## src/rtl/la_pkg.sv

```systemverilog
// Shared types and defaults for the logic-analyser capture sequencer.
// Holds the address/data width defaults and the sequencer state enum.
package la_pkg;

  localparam int LA_ADDR_W = 10;
  localparam int LA_DATA_W = 8;
  localparam int LA_CNT_W  = 8;

  typedef enum logic [1:0] {
    ST_IDLE = 2'd0,
    ST_ACQ  = 2'd1,
    ST_GAP  = 2'd2,
    ST_READ = 2'd3
  } la_state_e;

  // Watchdog counter width; never below one bit.
  function automatic int wd_width(input int cycles);
    return (cycles > 2) ? $clog2(cycles) : 1;
  endfunction

endpackage

```

## src/rtl/la_ram_mux.sv

```systemverilog
// Sample RAM port mux, selected by the registered acquisition/readout
// grants. Purely combinational; with no grant the RAM port is idle (all 0).
//   grant_acq/grant_rd  : owner select
//   acq_wr_*            : acquisition write port
//   rd_addr             : readout address
//   ram_addr/ram_wr_*   : to sample RAM
module la_ram_mux
  import la_pkg::*;
#(
  parameter int ADDR_W = LA_ADDR_W,
  parameter int DATA_W = LA_DATA_W
) (
  input  logic              grant_acq,
  input  logic              grant_rd,
  input  logic [ADDR_W-1:0] acq_wr_addr,
  input  logic [DATA_W-1:0] acq_wr_data,
  input  logic              acq_wr_en,
  input  logic [ADDR_W-1:0] rd_addr,
  output logic [ADDR_W-1:0] ram_addr,
  output logic [DATA_W-1:0] ram_wr_data,
  output logic              ram_wr_en
);

  always_comb begin
    ram_addr    = '0;
    ram_wr_data = '0;
    ram_wr_en   = 1'b0;
    unique case (1'b1)
      grant_acq: begin
        ram_addr    = acq_wr_addr;
        ram_wr_data = acq_wr_data;
        ram_wr_en   = acq_wr_en;
      end
      grant_rd: begin
        ram_addr = rd_addr;
      end
      default: begin
      end
    endcase
  end

endmodule

```

## src/rtl/capture_sequencer.sv

```systemverilog
// Capture sequencer: IDLE -> ACQ -> GAP -> READ -> IDLE, arbitrating the
// sample RAM between acquisition and readout with a one-cycle gap.
// Ports: clk, rst (sync, active-low); start/abort control; busy, done,
//   err, capture_cnt status; grant_acq/done_acq and acq_wr_* from the
//   acquisition block; grant_rd/done_rd/rd_addr from readout; ram_* out.
// Optional macro ACQ_TIMEOUT_EN adds an ACQ watchdog (TIMEOUT_CYCLES)
//   that returns to IDLE and sets sticky err; otherwise err is tied 0.
module capture_sequencer
  import la_pkg::*;
#(
  parameter int ADDR_W         = LA_ADDR_W,
  parameter int DATA_W         = LA_DATA_W,
  parameter int TIMEOUT_CYCLES = 4096
) (
  input  logic              clk,
  input  logic              rst,
  input  logic              start,
  input  logic              abort,
  output logic              busy,
  output logic              done,
  output logic              err,
  output logic [7:0]        capture_cnt,
  output logic              grant_acq,
  input  logic              done_acq,
  input  logic [ADDR_W-1:0] acq_wr_addr,
  input  logic [DATA_W-1:0] acq_wr_data,
  input  logic              acq_wr_en,
  output logic              grant_rd,
  input  logic              done_rd,
  input  logic [ADDR_W-1:0] rd_addr,
  output logic [ADDR_W-1:0] ram_addr,
  output logic [DATA_W-1:0] ram_wr_data,
  output logic              ram_wr_en
);

  la_state_e      state_q;
  la_state_e      state_d;
  logic           done_q;
  logic           done_d;
  logic [7:0]     cnt_q;
  logic [7:0]     cnt_d;
  logic           gacq_q;
  logic           grd_q;
  logic           acq_start;
  logic           wd_hit;

  assign acq_start = (state_q == ST_IDLE) && start;

  always_comb begin
    state_d = state_q;
    done_d  = 1'b0;
    cnt_d   = cnt_q;
    unique case (state_q)
      ST_IDLE: begin
        if (start) state_d = ST_ACQ;
      end
      ST_ACQ: begin
        // abort beats done_acq, which beats the watchdog
        if (abort)         state_d = ST_IDLE;
        else if (done_acq) state_d = ST_GAP;
        else if (wd_hit)   state_d = ST_IDLE;
      end
      ST_GAP: begin
        state_d = ST_READ;
      end
      ST_READ: begin
        if (abort) begin
          state_d = ST_IDLE;
        end else if (done_rd) begin
          state_d = ST_IDLE;
          done_d  = 1'b1;
          cnt_d   = cnt_q + 8'd1;
        end
      end
      default: begin
        state_d = ST_IDLE;
      end
    endcase
  end

  // Grants are decoded from the next state so they line up
  // exactly with the state register.
  always_ff @(posedge clk) begin
    if (!rst) begin
      state_q <= ST_IDLE;
      done_q  <= 1'b0;
      cnt_q   <= '0;
      gacq_q  <= 1'b0;
      grd_q   <= 1'b0;
    end else begin
      state_q <= state_d;
      done_q  <= done_d;
      cnt_q   <= cnt_d;
      gacq_q  <= (state_d == ST_ACQ);
      grd_q   <= (state_d == ST_READ);
    end
  end

`ifdef ACQ_TIMEOUT_EN
  localparam int WD_W = wd_width(TIMEOUT_CYCLES);
  localparam logic [WD_W-1:0] WD_LAST =
    WD_W'(TIMEOUT_CYCLES - 1);

  logic [WD_W-1:0] wd_q;
  logic            err_q;

  assign wd_hit = (wd_q == WD_LAST);

  always_ff @(posedge clk) begin
    if (!rst) begin
      wd_q <= '0;
    end else if (acq_start) begin
      wd_q <= '0;
    end else if (state_q == ST_ACQ) begin
      wd_q <= wd_q + 1'b1;
    end
  end

  always_ff @(posedge clk) begin
    if (!rst) begin
      err_q <= 1'b0;
    end else if (acq_start) begin
      err_q <= 1'b0;
    end else if (state_q == ST_ACQ && !abort
                 && !done_acq && wd_hit) begin
      err_q <= 1'b1;
    end
  end

  assign err = err_q;
`else
  assign wd_hit = 1'b0;
  assign err    = 1'b0;
`endif

  assign busy        = (state_q != ST_IDLE);
  assign done        = done_q;
  assign capture_cnt = cnt_q;
  assign grant_acq   = gacq_q;
  assign grant_rd    = grd_q;

  la_ram_mux #(
    .ADDR_W (ADDR_W),
    .DATA_W (DATA_W)
  ) u_mux (
    .grant_acq   (gacq_q),
    .grant_rd    (grd_q),
    .acq_wr_addr (acq_wr_addr),
    .acq_wr_data (acq_wr_data),
    .acq_wr_en   (acq_wr_en),
    .rd_addr     (rd_addr),
    .ram_addr    (ram_addr),
    .ram_wr_data (ram_wr_data),
    .ram_wr_en   (ram_wr_en)
  );

endmodule

```

## config.mk

```make
export PLATFORM = sky130hd
export DESIGN_NAME = capture_sequencer
export DESIGN_NICKNAME = d
export VERILOG_FILES = /design/src/rtl/la_pkg.sv /design/src/rtl/la_ram_mux.sv /design/src/rtl/capture_sequencer.sv
export SDC_FILE = /design/constraint.sdc
export NUM_CORES = 1
export LEC_CHECK = 0
export ABC_AREA = 1
export CAP_MARGIN = 40
export CELL_PAD_IN_SITES_DETAIL_PLACEMENT = 0
export CELL_PAD_IN_SITES_GLOBAL_PLACEMENT = 1
export CORE_MARGIN = 2
export CORE_UTILIZATION = 21
export CTS_CLUSTER_DIAMETER = 30
export DETAILED_ROUTE_END_ITERATION = 10
export PLACE_DENSITY_LB_ADDON = 0.1
export SYNTH_ARGS = -nofsm -noshare
export SYNTH_HDL_FRONTEND = slang
export SYNTH_SLANG_ARGS = --single-unit
```

## constraint.sdc

```tcl
create_clock -name clk -period 3.15 [get_ports clk]
set_clock_uncertainty 0.1 [all_clocks]
set_input_delay 0.63 -clock clk [delete_from_list [all_inputs] [get_ports clk]]
set_output_delay 0.63 -clock clk [all_outputs]
set_load 0.005 [all_outputs]
```

Word-level counts from Yosys, hierarchy flattened:

Index checks and enable logic that the tools add are counted.

* add/sub/neg operators: 1
* equal/unequal tests: 5
* muxes and demuxes: 10
* bitwise operators: 3
* reduce and logical (&&, ||, !) cells: 4

Operators by type and width (count)
* $pmux 10 s2: 1
* $mux 2: 5
* $add 8x1->8 const B: 1
* $mux 8: 1
* $pmux 2 s4: 1
* $eq 2x2->1 const B: 3
* $eq 2x1->1 const B: 2
* $not 1->1: 3
* $reduce_and 3->1: 1
* $reduce_or 3->1: 1
* $logic_not 2->1: 1
* $mux 1: 2
* $reduce_bool 2->1: 1

* register bits: 13
* output and inout port bits: 32
* word-level logic and storage cells: 28

Longest topological paths before layout:

Gate-level depths: netlist (run 1).

* depth after elaboration: 4
* gate-level depth with buffers: 7
* gate-level depth less buffers: 7

By module:

Synthesis (run 1) repeated with hierarchy kept, for this count alone.

* cells, all modules: 141
* area total of the unflattened synthesis: 860.8 µm²

Modules (own cells, without submodules)
* capture_sequencer: times used 1, cells each 90, area each 641.9 µm²
* la_ram_mux: times used 1, cells each 51, area each 219.0 µm²

Worst setup path before layout (run 1):

OpenSTA, ideal clock, no wires.

* path kind: input to output
* start: in rd_addr[0]
* end: out ram_addr[0]
* arrival time: 847 ps
* required time: 2420 ps
* setup slack: 1573 ps
* stages: 1
* buffers on the path: 0
* path through: a22o_1

* longest elaborated chain between the ends: 1

RTL lines
* start: declaration: line capture_sequencer.sv:30 `input logic [ADDR_W-1:0] rd_addr,`
* $pmux 10 s2: line la_ram_mux.sv:28 `unique case (1'b1)`
* end: declaration: line capture_sequencer.sv:31 `output logic [ADDR_W-1:0] ram_addr,`

No other way between the ends.

Worst setup path after layout (run 1):

* start: in rd_addr[5]
* end: out ram_addr[5]

The elaborated chain is that of the path after synthesis.

==> metrics.cfg, run 1 <==
[status]
status = completed

[finish]
antennaDiodeCount = 0
nNetsFinal = 221
syn2layout_area_growth_pct = 91.4
drive_gt1_frac = 0.0543
stdcell_count = 232
fillCellCount = 378

[power]
total_power_mw = 0.428
vdd_drop_max_mv = 0.199
leakage_nw = 0.701
power_density_nw_per_um2 = 281

[clocking]
htreeDepth = 1
clk_latency_ns = 0.24
clkTransAtPathRegs_ns = 0.05
cts_setup_buffers = 0
root_buffer = clkbuf_8
cts_resized = 0
hold_buffers = 0
cts_tree = yes
cts.sinks = 13
cts_inserted_buffers = 3
clk_path_buf_depth = 2

[route]
num_vias = 946
drt_pre_antenna_iters = 4
ant_nets = 0
vias_per_cell = 4.08
drt_iter0_drc = 27
wire_per_inst_um = 11.4
wl_mm = 2.64
drc_errors = 0

[setup_path]
end_kind = primary output
crit_fanout = 1
crit_cells = 3
crit_required_ns = 2.42
cp_top_family = buffers and inverters
cpPeakStageDelay_ns = 0.52
crit_type = in -> out
cpMostUsedCell = clkdlybuf4s50_1
cp_num_buf_inv = 2
worstSetupStartpointType = primary input
r2r_cells = 6
path_cells = clkdlybuf4s50_1, a22o_1, clkdlybuf4s50_1
cp.arrival_ns = 1.74
crit_slowest_cell = clkdlybuf4s50_1

[synth]
yosysUniqueCellTypes = 23
syn_inst = 120
syn-cell-area_um2 = 796
synthArstFlopShare = 0
synth.area.top_cells = dfxtp_1 33%, nand2_1 13%, inv_1 13%, a22o_1 11%, nor2_1 4.7%
synth_most_common_cell = nand2_1
synth_largest_area_cell = dfxtp_1
synthFlopType = dfxtp_1
synth_edf_count = 0
synth-seq-area-share = 0.327
ys_warn_count = 0
synth_top_area_frac = 0.327
avgSynthCellArea_um2 = 6.63
synth-seq-cells = 13
synth_common_cells = 28 x nand2_1, 27 x inv_1, 13 x dfxtp_1, 10 x a22o_1, 10 x nor2_1
syn-num-nets = 156

[hold_path]
hold_path_depth = 2
hp-class = reg -> reg

[floorplanning]
die_w_um = 65.6
placementRows = 22
start_util = 0.217
core_um2 = 3660
die_area_um2 = 4300
ios = 67
die_h_um = 65.6

[global_routing]
track_usage = 0.121
grt_max_degree = 21
grt_pass1_vias = 841
overflow = 0
grt_pass1_wl_mm = 3.99
grt_antenna_before_repair = 0

[sta]
whs_ns = 0.395
slew_viol_final = 0
hold_violations = 0
period_needed_ns = 2.47
relSlewSlack = 0.568
fmax_ghz = 0.405
fin_ws_ns = 0.679
tightest_slew_ns = 0.647
rsz0062_at_grt = false
post-route-period-util = 0.784
setup_tns_ns = 0
final-setup-viol-count = 0

[flow_run]
drv_cap = 0

[place]
place_ws_ns = 0.677
hpwl_mm = 2.13
io_buffers = 65
gp_congestion = 0.626
placed_cells = 228

-- report_power, final --
group,total (mW),internal (mW),switching (mW)
Sequential,0.176,0.168,0.00839
Clock,0.146,0.0892,0.0572
Combinational,0.105,0.0760,0.0292
-- cell usage in the layout (no fill, tap or decap) --
master | netlist | routed
nand2_2 | 1 | 1
conb_1 | 1 | 1
o21ai_0 | 5 | 5
inv_1 | 27 | 27
a21oi_1 | 4 | 4
clkbuf_1 | 1 | 1
nand4_2 | 1 | 1
clkdlybuf4s50_1 | 0 | 65
nand3_1 | 4 | 4
nor2_2 | 1 | 1
and3_1 | 1 | 1
nand2_1 | 28 | 28
a22o_1 | 10 | 10
o21bai_2 | 1 | 1
dfxtp_1 | 13 | 13
nor2_1 | 10 | 10
nor2_4 | 1 | 1
nor3_2 | 1 | 1
ha_1 | 1 | 1
clkbuf_8 | 0 | 3
inv_2 | 1 | 1
nand4_1 | 3 | 3
nand3b_1 | 1 | 1
-- worst paths after layout --
kind             startpoint        endpoint  slack (ns)
max              rd_addr[5]     ram_addr[5]        0.68
min          capture_cnt[3]  capture_cnt[3]        0.40
max reg2reg  capture_cnt[0]  capture_cnt[4]        1.70
min reg2reg  capture_cnt[3]  capture_cnt[3]        0.40
-- sequential cells by signal, indices dropped and copies added (netlist names) --
name	flops
done	1
capture_cnt	8
grant_rd	1
state_q	2
grant_acq	1
-- tightest hold or removal path, stage by stage (launching register included) --
cell and delay (ns):
dfxtp_1 0.33, inv_1 0.07, a21oi_1 0.05
-- metrics by stage --
stage / instance area [um^2] / util
after floorplan: 796 / -
after global placement: 1480 / 0.404
after detailed placement: 1480 / 0.404
after CTS: 1520 / 0.416
after global routing: 1520 / 0.416
final: 1520 / 0.416
-- kinds of logic (layout without fill, tap and decap cells) --
kind of cell / count (synthesis) / in the layout / share of synthesized area
and+or+nand+nor: 52 / 52 / 0.303
buffers and inverters: 33 / 97 / 0.168
AOI/OAI and AO/OA: 20 / 20 / 0.181
DFF: 13 / 13 / 0.327
adders and majority gates: 1 / 1 / 0.0157
other: 1 / 1 / 0.00471
-- cell type report --
class / count / area [um^2] / share of cell area
clock buffer: 4 / 45.0 / 0.0296
tap: 48 / 60.1 / 0.0394
inverter: 28 / 105 / 0.0690
sequential: 13 / 260 / 0.171
timing repair buffer: 65 / 651 / 0.427
multi-input combinational: 74 / 402 / 0.264
-- per-layer routing --
metal	track usage	vias to the layer above	part of all wire
met4	0.0391	0	0.010
li1	-	498	-
met2	0.204	29	0.51
met5	0	-	0
met1	0.147	415	0.42
met3	0.0377	4	0.062
Note: power is estimated with default switching activity, not from simulation.
==> inputs of run 2 (changes only) <==
CORE_UTILIZATION = 20   (was 21)
clock period = 2.34 ns   (was 3.15 ns; I/O delays follow)
==> run 2 against run 1 <==
Setup slack worse by 0.46 ns; largest power group unchanged; global-route usage fell by 1.2 points; wire length shrank 8.6%.
==> metrics.cfg, run 2 (synthesis results as in run 1) <==
[status]
status = completed

[finish]
syn2layout_area_growth_pct = 92.3
largest_reg_flops = 8  ; unchanged
drive_gt1_frac = 0.0595  ; +0.00511
multi_input_area_um2 = 402  ; unchanged
stdcell_count = 233  ; +0.43%
seqCellArea_um2 = 260  ; unchanged
nNetsFinal = 222  ; +0.45%
antennaDiodeCount = 0  ; unchanged
layout_commonest_cell = clkdlybuf4s50_1
mostFrequentLayoutCells = 65 x clkdlybuf4s50_1, 28 x nand2_1, 27 x inv_1, 13 x dfxtp_1
fillCellCount = 416  ; +10%

[place]
hpwl_mm = 1.97  ; -7.8%
placed_cells = 229  ; +0.44%
gp_congestion = 0.741  ; +18%
io_buffers = 65  ; unchanged

[route]
top_layer_used = met4
ant_nets = 0  ; unchanged
drt_iter0_drc = 9  ; -67%
num_vias = 957  ; +1.2%
wl_met2_um = 996  ; -26%
wl_mm = 2.41  ; -8.6%
drc_errors = 0  ; unchanged
wire_per_inst_um = 10.4  ; -9.0%
vias_per_cell = 4.11  ; +0.73%
drt_pre_antenna_iters = 3  ; -1
m1WireLength_um = 997  ; -9.9%
route.met3.wl_um = 384  ; +140%

[power]
power_density_nw_per_um2 = 379  ; +35%
vdd_drop_max_mv = 0.221  ; +11%
leakage_nw = 0.706  ; +0.74%
total_power_mw = 0.580  ; +35%

[clocking]
cts_tree = yes
cts_setup_buffers = 0  ; unchanged
htreeDepth = 1  ; unchanged
clk_path_buf_depth = 2  ; unchanged
cts_inserted_buffers = 3  ; unchanged
cts_resized = 0  ; unchanged
cts.sinks = 13  ; unchanged
clkTransAtPathRegs_ns = 0.05  ; about the same
hold_buffers = 0  ; unchanged
clk_latency_ns = 0.24  ; about the same
root_buffer = clkbuf_8

[sta]
period_needed_ns = 2.12
fmax_ghz = 0.471
setup_tns_ns = 0  ; unchanged
rsz0062_at_grt = false
post-route-period-util = 0.906
hold_violations = 0  ; unchanged
slew_viol_final = 0  ; unchanged
final-setup-viol-count = 0  ; unchanged
whs_ns = 0.406  ; +0.0103 ns

[global_routing]
grt_pass1_vias = 861  ; +2.4%
grt_antenna_before_repair = 0  ; unchanged
track_usage = 0.110  ; -0.0119
grt_pass1_wl_mm = 3.81  ; -4.5%
grt_max_degree = 21  ; unchanged
overflow = 0  ; unchanged

[setup_path]
cp_num_buf_inv = 2  ; unchanged
cp.arrival_ns = 1.55  ; -0.19 ns
r2r_cells = 6  ; unchanged
crit_type = in -> out
cpPeakStageDelay_ns = 0.49  ; -0.03 ns
crit_slowest_cell = clkdlybuf4s50_1
cp_top_family = buffers and inverters
path_cells = clkdlybuf4s50_1, a22o_1, clkdlybuf4s50_1
crit_required_ns = 1.77  ; -0.65 ns
worstSetupStartpointType = primary input
cpMostUsedCell = clkdlybuf4s50_1
crit_fanout = 1  ; unchanged
end_kind = primary output
crit_cells = 3  ; unchanged

[floorplanning]
ios = 67  ; unchanged
die_area_um2 = 4500  ; +4.7%
core_um2 = 3740  ; +2.3%
placementRows = 22  ; unchanged
die_w_um = 67.1  ; +2.3%
die_h_um = 67.1  ; +2.3%
start_util = 0.213  ; -0.00479

[flow_run]
drv_cap = 0  ; unchanged

[hold_path]
hp-class = reg -> reg
hold_path_depth = 2  ; unchanged

## run 2: cell count changes in the layout (fill, tap and decap cells not counted)
cell   delta
buf_4     +1
## run 2: stage by stage
stage	area (um^2)	utilization	setup WS, ns
after floorplan	796	-	0.938
after global placement	1490	0.397	0.205
after detailed placement	1490	0.397	0.212
after CTS	1530	0.409	0.207
after global routing	1530	0.409	0.160
final	1530	0.409	0.219
## run 2: worst register-to-register path: stages (launching register included)
cell and delay (ns):
dfxtp_1 0.40, ha_1 0.20, inv_1 0.08, nor3_2 0.25, nand2_1 0.11, o21ai_0 0.16
nor2_1 0.05
## run 2: worst paths after layout
path | from | endpoint | slack, ns
worst min-delay path | capture_cnt[5] | capture_cnt[5] | 0.41
worst max-delay path | rd_addr[9] | ram_addr[9] | 0.22
worst max register to register | capture_cnt[0] | capture_cnt[4] | 0.87
worst min register to register | capture_cnt[5] | capture_cnt[5] | 0.41
## run 2: final cells by class
cell class | instances | share of cell area
repair buffers | 66 | 0.430
multi-input cells | 74 | 0.262
flip-flops and latches | 13 | 0.170
inverters | 28 | 0.0687
well taps | 48 | 0.0392
clock buffers | 4 | 0.0294
## run 2: per-layer routing
layer | up-vias | global-route usage
li1 | 502 | -
met1 | 398 | 0.134
met2 | 52 | 0.176
met3 | 5 | 0.0389
met4 | 0 | 0.0383
met5 | - | 0
## run 2: power breakdown
| group | leakage [nW] | switching [mW] | internal (mW) | total [mW] |
|---|---|---|---|---|
| clock | 0.0228 | 0.0797 | 0.120 | 0.200 |
| combinational | 0.578 | 0.0465 | 0.104 | 0.151 |
| sequential | 0.105 | 0.00335 | 0.226 | 0.229 |
